===== config.mk =====
export PLATFORM = sky130hd
export DESIGN_NAME = apple_place_ctrl
export DESIGN_NICKNAME = d
export VERILOG_FILES = /design/src/rtl/apple_place_ctrl.sv
export SDC_FILE = /design/constraint.sdc
export NUM_CORES = 1
export LEC_CHECK = 0
export ABC_CLOCK_PERIOD_IN_PS = 2800
export CAP_MARGIN = 20
export CORE_AREA = 2 2 97 99
export CTS_CLUSTER_DIAMETER = 50
export CTS_CLUSTER_SIZE = 28
export DETAILED_ROUTE_END_ITERATION = 10
export DIE_AREA = 0 0 99 101
export HOLD_SLACK_MARGIN = 0.02
export PLACE_DENSITY = 0.72
export SLEW_MARGIN = 20
export SYNTH_ARGS = -nofsm -noshare
export SYNTH_HDL_FRONTEND = slang
export SYNTH_SLANG_ARGS = --single-unit

===== constraint.sdc =====
create_clock -name clk -period 2.8 [get_ports clk]
set_clock_uncertainty 0.1 [all_clocks]
set_input_delay 0.56 -clock clk [delete_from_list [all_inputs] [get_ports clk]]
set_output_delay 0.56 -clock clk [all_outputs]
set_load 0.02 [all_outputs]

===== src/rtl/apple_place_ctrl.sv =====
// Apple placement sequencer: draws LFSR candidates, rejects out-of-field, obstacle,
// current-apple and snake-body cells (by scanning the body RAM), then publishes the cell.
module apple_place_ctrl #(
    parameter int          X_MAX     = 38,
    parameter int          Y_MAX     = 28,
    parameter int          MAX_LEN   = 64,
    parameter int          MAX_TRIES = 255,
    parameter logic [15:0] SEED      = 16'hACE1
) (
    input  logic       clk,
    input  logic       rst_n,
    input  logic [1:0] level,
    input  logic [6:0] snake_len,
    input  logic       place_req,
    output logic       place_busy,
    output logic       place_done,
    output logic       place_fail,
    output logic       seg_rd_en,
    output logic [5:0] seg_rd_addr,
    input  logic [5:0] seg_rd_x,
    input  logic [4:0] seg_rd_y,
    output logic [5:0] apple_x,
    output logic [4:0] apple_y
);

    localparam logic [5:0] X_LIM   = 6'(X_MAX);
    localparam logic [4:0] Y_LIM   = 5'(Y_MAX);
    localparam logic [6:0] LEN_LIM = 7'(MAX_LEN);
    localparam logic [7:0] TRY_LIM = 8'(MAX_TRIES);

    typedef enum logic [2:0] {
        S_IDLE, S_DRAW, S_CHECK, S_SCAN, S_COMMIT, S_FAIL
    } state_t;

    state_t      state_q;
    logic [15:0] lfsr_q;
    logic [15:0] lfsr_d;
    logic [7:0]  tries_q;
    logic [1:0]  level_q;
    logic [6:0]  len_q;
    logic [5:0]  cand_x_q;
    logic [4:0]  cand_y_q;
    logic [5:0]  apple_x_q;
    logic [4:0]  apple_y_q;
    logic        busy_q;
    logic        done_q;
    logic        fail_q;
    logic        rd_en_q;
    logic [5:0]  rd_addr_q;
    logic        cmp_valid_q;
    logic        cmp_last_q;

    logic        col_hit;
    logic        bar_hit;
    logic        obstacle;
    logic        cand_bad;
    logic        seg_hit;
    logic        rd_last;
    logic [7:0]  tries_inc;
    logic        reject_limit;

    // Galois form of x^16+x^14+x^13+x^11+1; a zero state can never escape, so reseed.
    assign lfsr_d = (lfsr_q == 16'h0000) ? SEED
                  : ({1'b0, lfsr_q[15:1]} ^ (lfsr_q[0] ? 16'hB400 : 16'h0000));

    assign col_hit = ((cand_x_q == 6'd12 || cand_x_q == 6'd24) &&
                      cand_y_q >= 5'd4 && cand_y_q <= 5'd10) ||
                     ((cand_x_q == 6'd16 || cand_x_q == 6'd28) &&
                      cand_y_q >= 5'd18 && cand_y_q <= 5'd26);
    assign bar_hit = (cand_y_q == 5'd10 || cand_y_q == 5'd20) &&
                     ((cand_x_q >= 6'd5 && cand_x_q <= 6'd8) ||
                      (cand_x_q >= 6'd32 && cand_x_q <= 6'd35));
    assign obstacle = ((level_q == 2'd1 || level_q == 2'd2) && col_hit) ||
                      (level_q == 2'd2 && bar_hit);
    assign cand_bad = (cand_x_q == 6'd0) || (cand_x_q > X_LIM) ||
                      (cand_y_q == 5'd0) || (cand_y_q > Y_LIM) || obstacle ||
                      (cand_x_q == apple_x_q && cand_y_q == apple_y_q);

    // A body hit kills the read issued in the same cycle, so the scan stops at the hit.
    assign seg_hit = cmp_valid_q && (seg_rd_x == cand_x_q) && (seg_rd_y == cand_y_q);
    assign rd_last = ({1'b0, rd_addr_q} == (len_q - 7'd1));

    assign tries_inc    = (tries_q == TRY_LIM) ? tries_q : tries_q + 8'd1;
    assign reject_limit = (tries_inc == TRY_LIM);

    always_ff @(posedge clk or negedge rst_n) begin
        if (!rst_n) begin
            state_q     <= S_IDLE;
            lfsr_q      <= SEED;
            tries_q     <= 8'd0;
            level_q     <= 2'd0;
            len_q       <= 7'd0;
            cand_x_q    <= 6'd0;
            cand_y_q    <= 5'd0;
            apple_x_q   <= 6'd20;
            apple_y_q   <= 5'd10;
            busy_q      <= 1'b0;
            done_q      <= 1'b0;
            fail_q      <= 1'b0;
            rd_en_q     <= 1'b0;
            rd_addr_q   <= 6'd0;
            cmp_valid_q <= 1'b0;
            cmp_last_q  <= 1'b0;
        end else begin
            lfsr_q <= lfsr_d;
            done_q <= 1'b0;
            fail_q <= 1'b0;
            case (state_q)
                S_IDLE: begin
                    if (place_req) begin
                        level_q <= level;
                        len_q   <= (snake_len > LEN_LIM) ? LEN_LIM : snake_len;
                        tries_q <= 8'd0;
                        busy_q  <= 1'b1;
                        state_q <= S_DRAW;
                    end
                end
                S_DRAW: begin
                    cand_x_q <= lfsr_q[15:10];
                    cand_y_q <= lfsr_q[4:0];
                    state_q  <= S_CHECK;
                end
                S_CHECK: begin
                    if (cand_bad) begin
                        tries_q <= tries_inc;
                        state_q <= reject_limit ? S_FAIL : S_DRAW;
                    end else if (len_q != 7'd0) begin
                        rd_en_q     <= 1'b1;
                        rd_addr_q   <= 6'd0;
                        cmp_valid_q <= 1'b0;
                        cmp_last_q  <= 1'b0;
                        state_q     <= S_SCAN;
                    end else begin
                        state_q <= S_COMMIT;
                    end
                end
                S_SCAN: begin
                    cmp_valid_q <= seg_rd_en;
                    cmp_last_q  <= rd_last;
                    if (seg_hit) begin
                        rd_en_q     <= 1'b0;
                        cmp_valid_q <= 1'b0;
                        tries_q     <= tries_inc;
                        state_q     <= reject_limit ? S_FAIL : S_DRAW;
                    end else if (cmp_valid_q && cmp_last_q) begin
                        state_q <= S_COMMIT;
                    end else if (rd_en_q) begin
                        if (rd_last) begin
                            rd_en_q <= 1'b0;
                        end else begin
                            rd_addr_q <= rd_addr_q + 6'd1;
                        end
                    end
                end
                S_COMMIT: begin
                    apple_x_q <= cand_x_q;
                    apple_y_q <= cand_y_q;
                    done_q    <= 1'b1;
                    busy_q    <= 1'b0;
                    state_q   <= S_IDLE;
                end
                S_FAIL: begin
                    done_q  <= 1'b1;
                    fail_q  <= 1'b1;
                    busy_q  <= 1'b0;
                    state_q <= S_IDLE;
                end
                default: begin
                    busy_q  <= 1'b0;
                    rd_en_q <= 1'b0;
                    state_q <= S_IDLE;
                end
            endcase
        end
    end

    assign place_busy  = busy_q;
    assign place_done  = done_q;
    assign place_fail  = fail_q;
    assign seg_rd_en   = rd_en_q && !seg_hit;
    assign seg_rd_addr = rd_addr_q;
    assign apple_x     = apple_x_q;
    assign apple_y     = apple_y_q;

endmodule


Yosys cells after proc, flatten, opt, wreduce, memory -nomap -nowiden. Index checks and enable logic that the tools add are counted.

Flip-flop bits (word level): 70. Input bits: 23. Output and inout bits: 21. Logic and storage cells: 146.

Add/sub/neg operators: 3. Order comparisons: 11. Equality and inequality tests: 31. Muxes and demuxes: 38. Bitwise gates (word level): 3. Reduce and logical (&&, ||, !) cells: 44.

Operators by type and width (number): 2-to-1 mux 6 bit (6); 2-to-1 mux 16 bit (2); 2-to-1 mux 8 bit (4); case mux 8 bit (3 select lines) (1); equality test 6 x 5 -> 1 bit (second input constant) (3); 2-to-1 mux 3 bit (6); inequality test 2 bit (second input constant) (9); equality test 8 bit (second input constant) (2); zero test 16 bit (1); XOR 15 x 16 -> 16 bit (1); logical AND 1 bit (14); equality test 6 bit (2); logical OR 1 bit (12); 2-to-1 mux 1 bit (12); case mux 3 bit (4 select lines) (1); case mux 6 bit (2 select lines) (1); equality test 5 bit (2); adder 8 x 1 -> 8 bit (second input constant) (1); AND reduction 4 bit (2); equality test 6 x 7 -> 1 bit (1); greater-than comparator 7 bit (second input constant) (1); 2-to-1 mux 7 bit (1); AND reduction 7 bit (1); nonzero test 7 bit (1); other kinds (35) (43).

Logic depth before layout (Yosys ltp). Gate-level depths: netlist of the first run.

Depth after elaboration: 11. Depth in mapped cells: 11. Gate-level depth less buffers: 9.

Worst setup path before layout of the first run. Ideal clock, no wire load.

Kind: register to register. From: register len_q[0]. To: register rd_addr_q[1], in the netlist seg_rd_addr[1]. Setup time: 83 ps. Arrival time: 2403 ps. Data required time: 2617 ps. Path slack: 214 ps. Stages on the path, launching flop included: 12. Path buffers: 2. Period minus slack after synthesis: 2586 ps. Cell sequence: dfrtp_1 buf_2 inv_1 ha_1 clkbuf_1 or3_1 o311ai_1 o311ai_0 a211o_2 a41oi_4 nor3_1 o22ai_1.

Word-level cells in the longest chain between the ends: 4. Elaborated cells between the ends (all ways): 6. Classes of those cells: add/sub (1); eq/ne (3); reduce/logical (2).

Ends and longest elaborated chain: from (decl) (RTL line 40) `logic [6:0] len_q;`; from (signal assigned) (RTL line 112) `len_q <= (snake_len > LEN_LIM) ? LEN_LIM : snake_len;`; subtractor 7 x 1 -> 7 bit (RTL line 81) `assign rd_last = ({1'b0, rd_addr_q} == (len_q - 7'd1));`; equality test 6 x 7 -> 1 bit (RTL line 81); inequality test 2 bit (no line); AND reduction 7 bit (no line) (*); to (signal assigned) (RTL line 151) `rd_addr_q <= rd_addr_q + 6'd1;`; to (decl) (RTL line 49) `logic [5:0] rd_addr_q;`.

Mark *: on every way between the ends. The rest lies on a longest branch, timed or not. A chain may end at the register's enable or synchronous reset.

Worst setup path in the final report of the first run.
From: input port seg_rd_x[4]. To: output port seg_rd_en.

Word-level cells in the longest chain between the ends: 5.

Ends and longest elaborated chain: from (decl) (RTL line 20) `input logic [5:0] seg_rd_x,`; equality test 6 bit (RTL line 80) `assign seg_hit = cmp_valid_q && (seg_rd_x == cand_x_q) && (seg_rd_y == cand_y_q);`; logical AND 1 bit (2 in a row) (RTL line 80); zero test 1 bit (RTL line 180) `assign seg_rd_en = rd_en_q && !seg_hit;`; logical AND 1 bit (RTL line 180); to (decl) (RTL line 18) `output logic seg_rd_en,`.

No other way between the ends.

==> results of run 1 <==
-- metrics by stage --
stage / area [µm²] / hold WS (ns) / worst slack, ns
final: 4677 / 0.09965 / 0.09284
after global routing: 4677 / 0.1224 / 0.02533
after CTS: 4676 / 0.1059 / 0.09396
after detailed placement: 4478 / 0.2767 / -0.3365
after global placement: 4478 / 0.2664 / -0.3209
after floorplan: 3915 / 0.1644 / 0.2144
-- final cells by class --
| type | count | share of cell area, % |
|---|---|---|
| clock buffers | 10 | 2.729 |
| inverters | 10 | 0.8026 |
| clock inverters | 6 | 1.498 |
| multi-input cells | 273 | 41.68 |
| flip-flops and latches | 70 | 37.80 |
| repair buffers | 65 | 12.52 |
| well taps | 111 | 2.969 |
-- repair_timing --
action                     in CTS  in global routing
pin swaps                       0                  1
setup endpoints to repair       1                  6
gates resized for setup         5                  1
hold buffers                    0                  0
-- sequential cells by signal, summed over array words and instances, names as in the netlist --
register     flops
place_fail       1
state_q          3
cand_y_q         5
cand_x_q         6
len_q            7
cmp_valid_q      1
tries_q          8
cmp_last_q       1
rd_en_q          1
level_q          2
lfsr_q          16
seg_rd_addr      6
place_done       1
apple_y          5
place_busy       1
apple_x          6
-- cell families (layout without fill, tap and decap cells) --
kind of cell | Yosys count | after routing | synth area share (%)
adder cells (fa/ha/maj) | 4 | 4 | 1.278
XOR/XNOR | 34 | 34 | 7.606
multiplexers | 26 | 26 | 7.319
AND/OR/NAND/NOR | 134 | 134 | 18.92
flip-flops | 70 | 70 | 45.13
AO/OA/AOI/OAI | 75 | 75 | 14.54
buffers and inverters | 47 | 91 | 5.209
-- cells in the final DEF (no fill, tap or decap), types with 3 or more instances in the layout --
cell / netlist / final
a21oi_1: 6 / 6
a31oi_1: 7 / 7
and2_1: 5 / 5
and3_1: 5 / 5
buf_4: 2 / 22
clkbuf_8: 0 / 9
clkdlybuf4s50_1: 0 / 41
dfrtp_1: 58 / 57
dfstp_2: 12 / 12
ha_1: 4 / 4
inv_1: 9 / 9
mux2_2: 21 / 21
mux2i_1: 5 / 5
nand2_1: 33 / 33
nand2b_1: 14 / 14
nand3_1: 10 / 10
nand4_1: 9 / 9
nor2_1: 15 / 15
nor2b_1: 7 / 7
nor3_1: 11 / 11
nor4_1: 4 / 4
o2111ai_1: 3 / 3
o21ai_0: 21 / 21
o31ai_1: 4 / 4
o41ai_1: 3 / 3
or3_1: 6 / 5
xnor2_1: 31 / 31
xor2_1: 3 / 3
-- where the power goes --
| part | internal [µW] | switching [µW] |
|---|---|---|
| Sequential | 1320 | 404 |
| Clock | 420 | 395 |
| Combinational | 1130 | 1150 |
| Total | 2860 | 1940 |
-- worst paths after layout --
kind | endpoint | slack (ns) | depth (start not counted)
min | place_done | 0.1 | 1
max | seg_rd_en | 0.09 | 6
max in group asynchronous | lfsr_q[5] | 1.73 | 2
min in group clk | lfsr_q[8] | 0.29 | 0
min reg2reg | lfsr_q[8] | 0.29 | 0
max reg2reg | seg_rd_addr[1] | 0.18 | 9
-- layer usage --
layer / share of wire, % / track usage [%]
met1: 46 / 25.39
met2: 49 / 29.89
met3: 3.9 / 4.092
met4: 0.88 / 4.847
met5: 0 / 0
==> flow_summary.toml, run 1 <==
[layout]
regArea_um2 = 1768
syn_to_final_growth_pct = 19.46
nets = 456
antennaDiodeCount = 0
drive_gt1_share_pct = 20.51
multi_input_area_um2 = 1949
fin_cells = 545
final_util_pct = 52.10
fillers = 823

[floorplanning]
coreArea_um2 = 8977
io_pins = 44
die_w_um = 99
dieArea_um2 = 9999
rows = 35
fp.dieH_um = 101
start_util_pct = 43.61

[sta]
maxSlewHeadroom_pct = 63.19
fmax_mhz = 369.4
finalMaxSlewViolations = 0
setup_tns_ns = 0
period_needed_ns = 2.707
finalHoldViolCount = 0
tightest_slew_ns = 0.5522
rsz0062_at_grt = "no"
setup_viol = 0
period_share_pct = 96.68

[power_and_ir_drop]
power_uw = 4808
leakage_uw = 0.001829
peakVddDrop_v = 0.0004454
power_density_nw_per_um2 = 1028

[logic_synthesis]
synth_area_um2 = 3915
syn_nets = 417
synth_most_common_cell = "dfrtp_1"
synth_common_cells = "dfrtp_1, nand2_1, xnor2_1, clkbuf_1"
synth_edf_count = 0
ys_warn_count = 0
synth_ff_type = "dfrtp_1"
syn_inst = 390
yosysUniqueCellTypes = 70
synth_area_leaders = "dfrtp_1, dfstp_2, xnor2_1"
synth_top_area_share_pct = 37.07
async_reset_ff_share_pct = 100.0
yosysTopAreaCell = "dfrtp_1"
ys_seq_area_share_pct = 45.13
synth_seq_cells = 70
avgSynthCellArea_um2 = 10.04

[clock_tree]
clockRootBuffer = "clkbuf_8"
cts_tree = "done"
clkTransAtPathRegs_ns = 0.08
clock_latency_ns = 0.34
htree_levels = 3
cts_inserted_buffers = 9
cts_num_sinks = 70
postCtsSetupBuffers = 0
clock_path_buffers = 2

[global_route]
grt_max_degree = 26
overflow = 0
antenna_found_initial = 0
grt_pass1_vias = 2953
grt_pass1_wl_mm = 14.88
globalRouteTotalUtil_pct = 18.52

[detailed_routing]
routed_wl_mm = 8.603
post-route-drc-count = 0
drt_iter0_drc = 286
route.detailed.wl_per_inst_um = 15.79
ant_nets = 0
vias = 3010
first_pass_iters = 4
vias_per_cell = 5.523

[min_path]
worst_hold_path_type = "in2async"

[placement]
port_buffers = 43
place_inst = 529
place.gp.congestion = 0.8227
place_hpwl_mm = 6.463

[critical_path]
path_max_fanout = 5
cp.required_ns = 2.14
end_kind = "primary output"
worstSetupPathType = "in2out"
reg2reg_from = "len_q[1]"
crit_chain = "clkdlybuf4s50_1 > xnor2_1 > nand4_1 > or3_4 > and2_1 > buf_2"
cp_slowest_cell = "clkdlybuf4s50_1"
max_stage_delay_ns = 0.47
start_kind = "primary input"
critPathLaunch = "seg_rd_x[4]"
critPathBufInv = 2
arrival_ns = 2.05
crit_family = "simple AND/OR/NAND/NOR gates"

[job]
maxCapViolCount = 0

[status]
outcome = "finished clean"
Note: power is estimated with default switching activity, not from simulation.
==> run 2: changes to the inputs <==
Settings changed: SLEW_MARGIN 20 to unset.
==> results of run 2 <==
The final DEF is identical to that of run 1; final timing and power are the same.
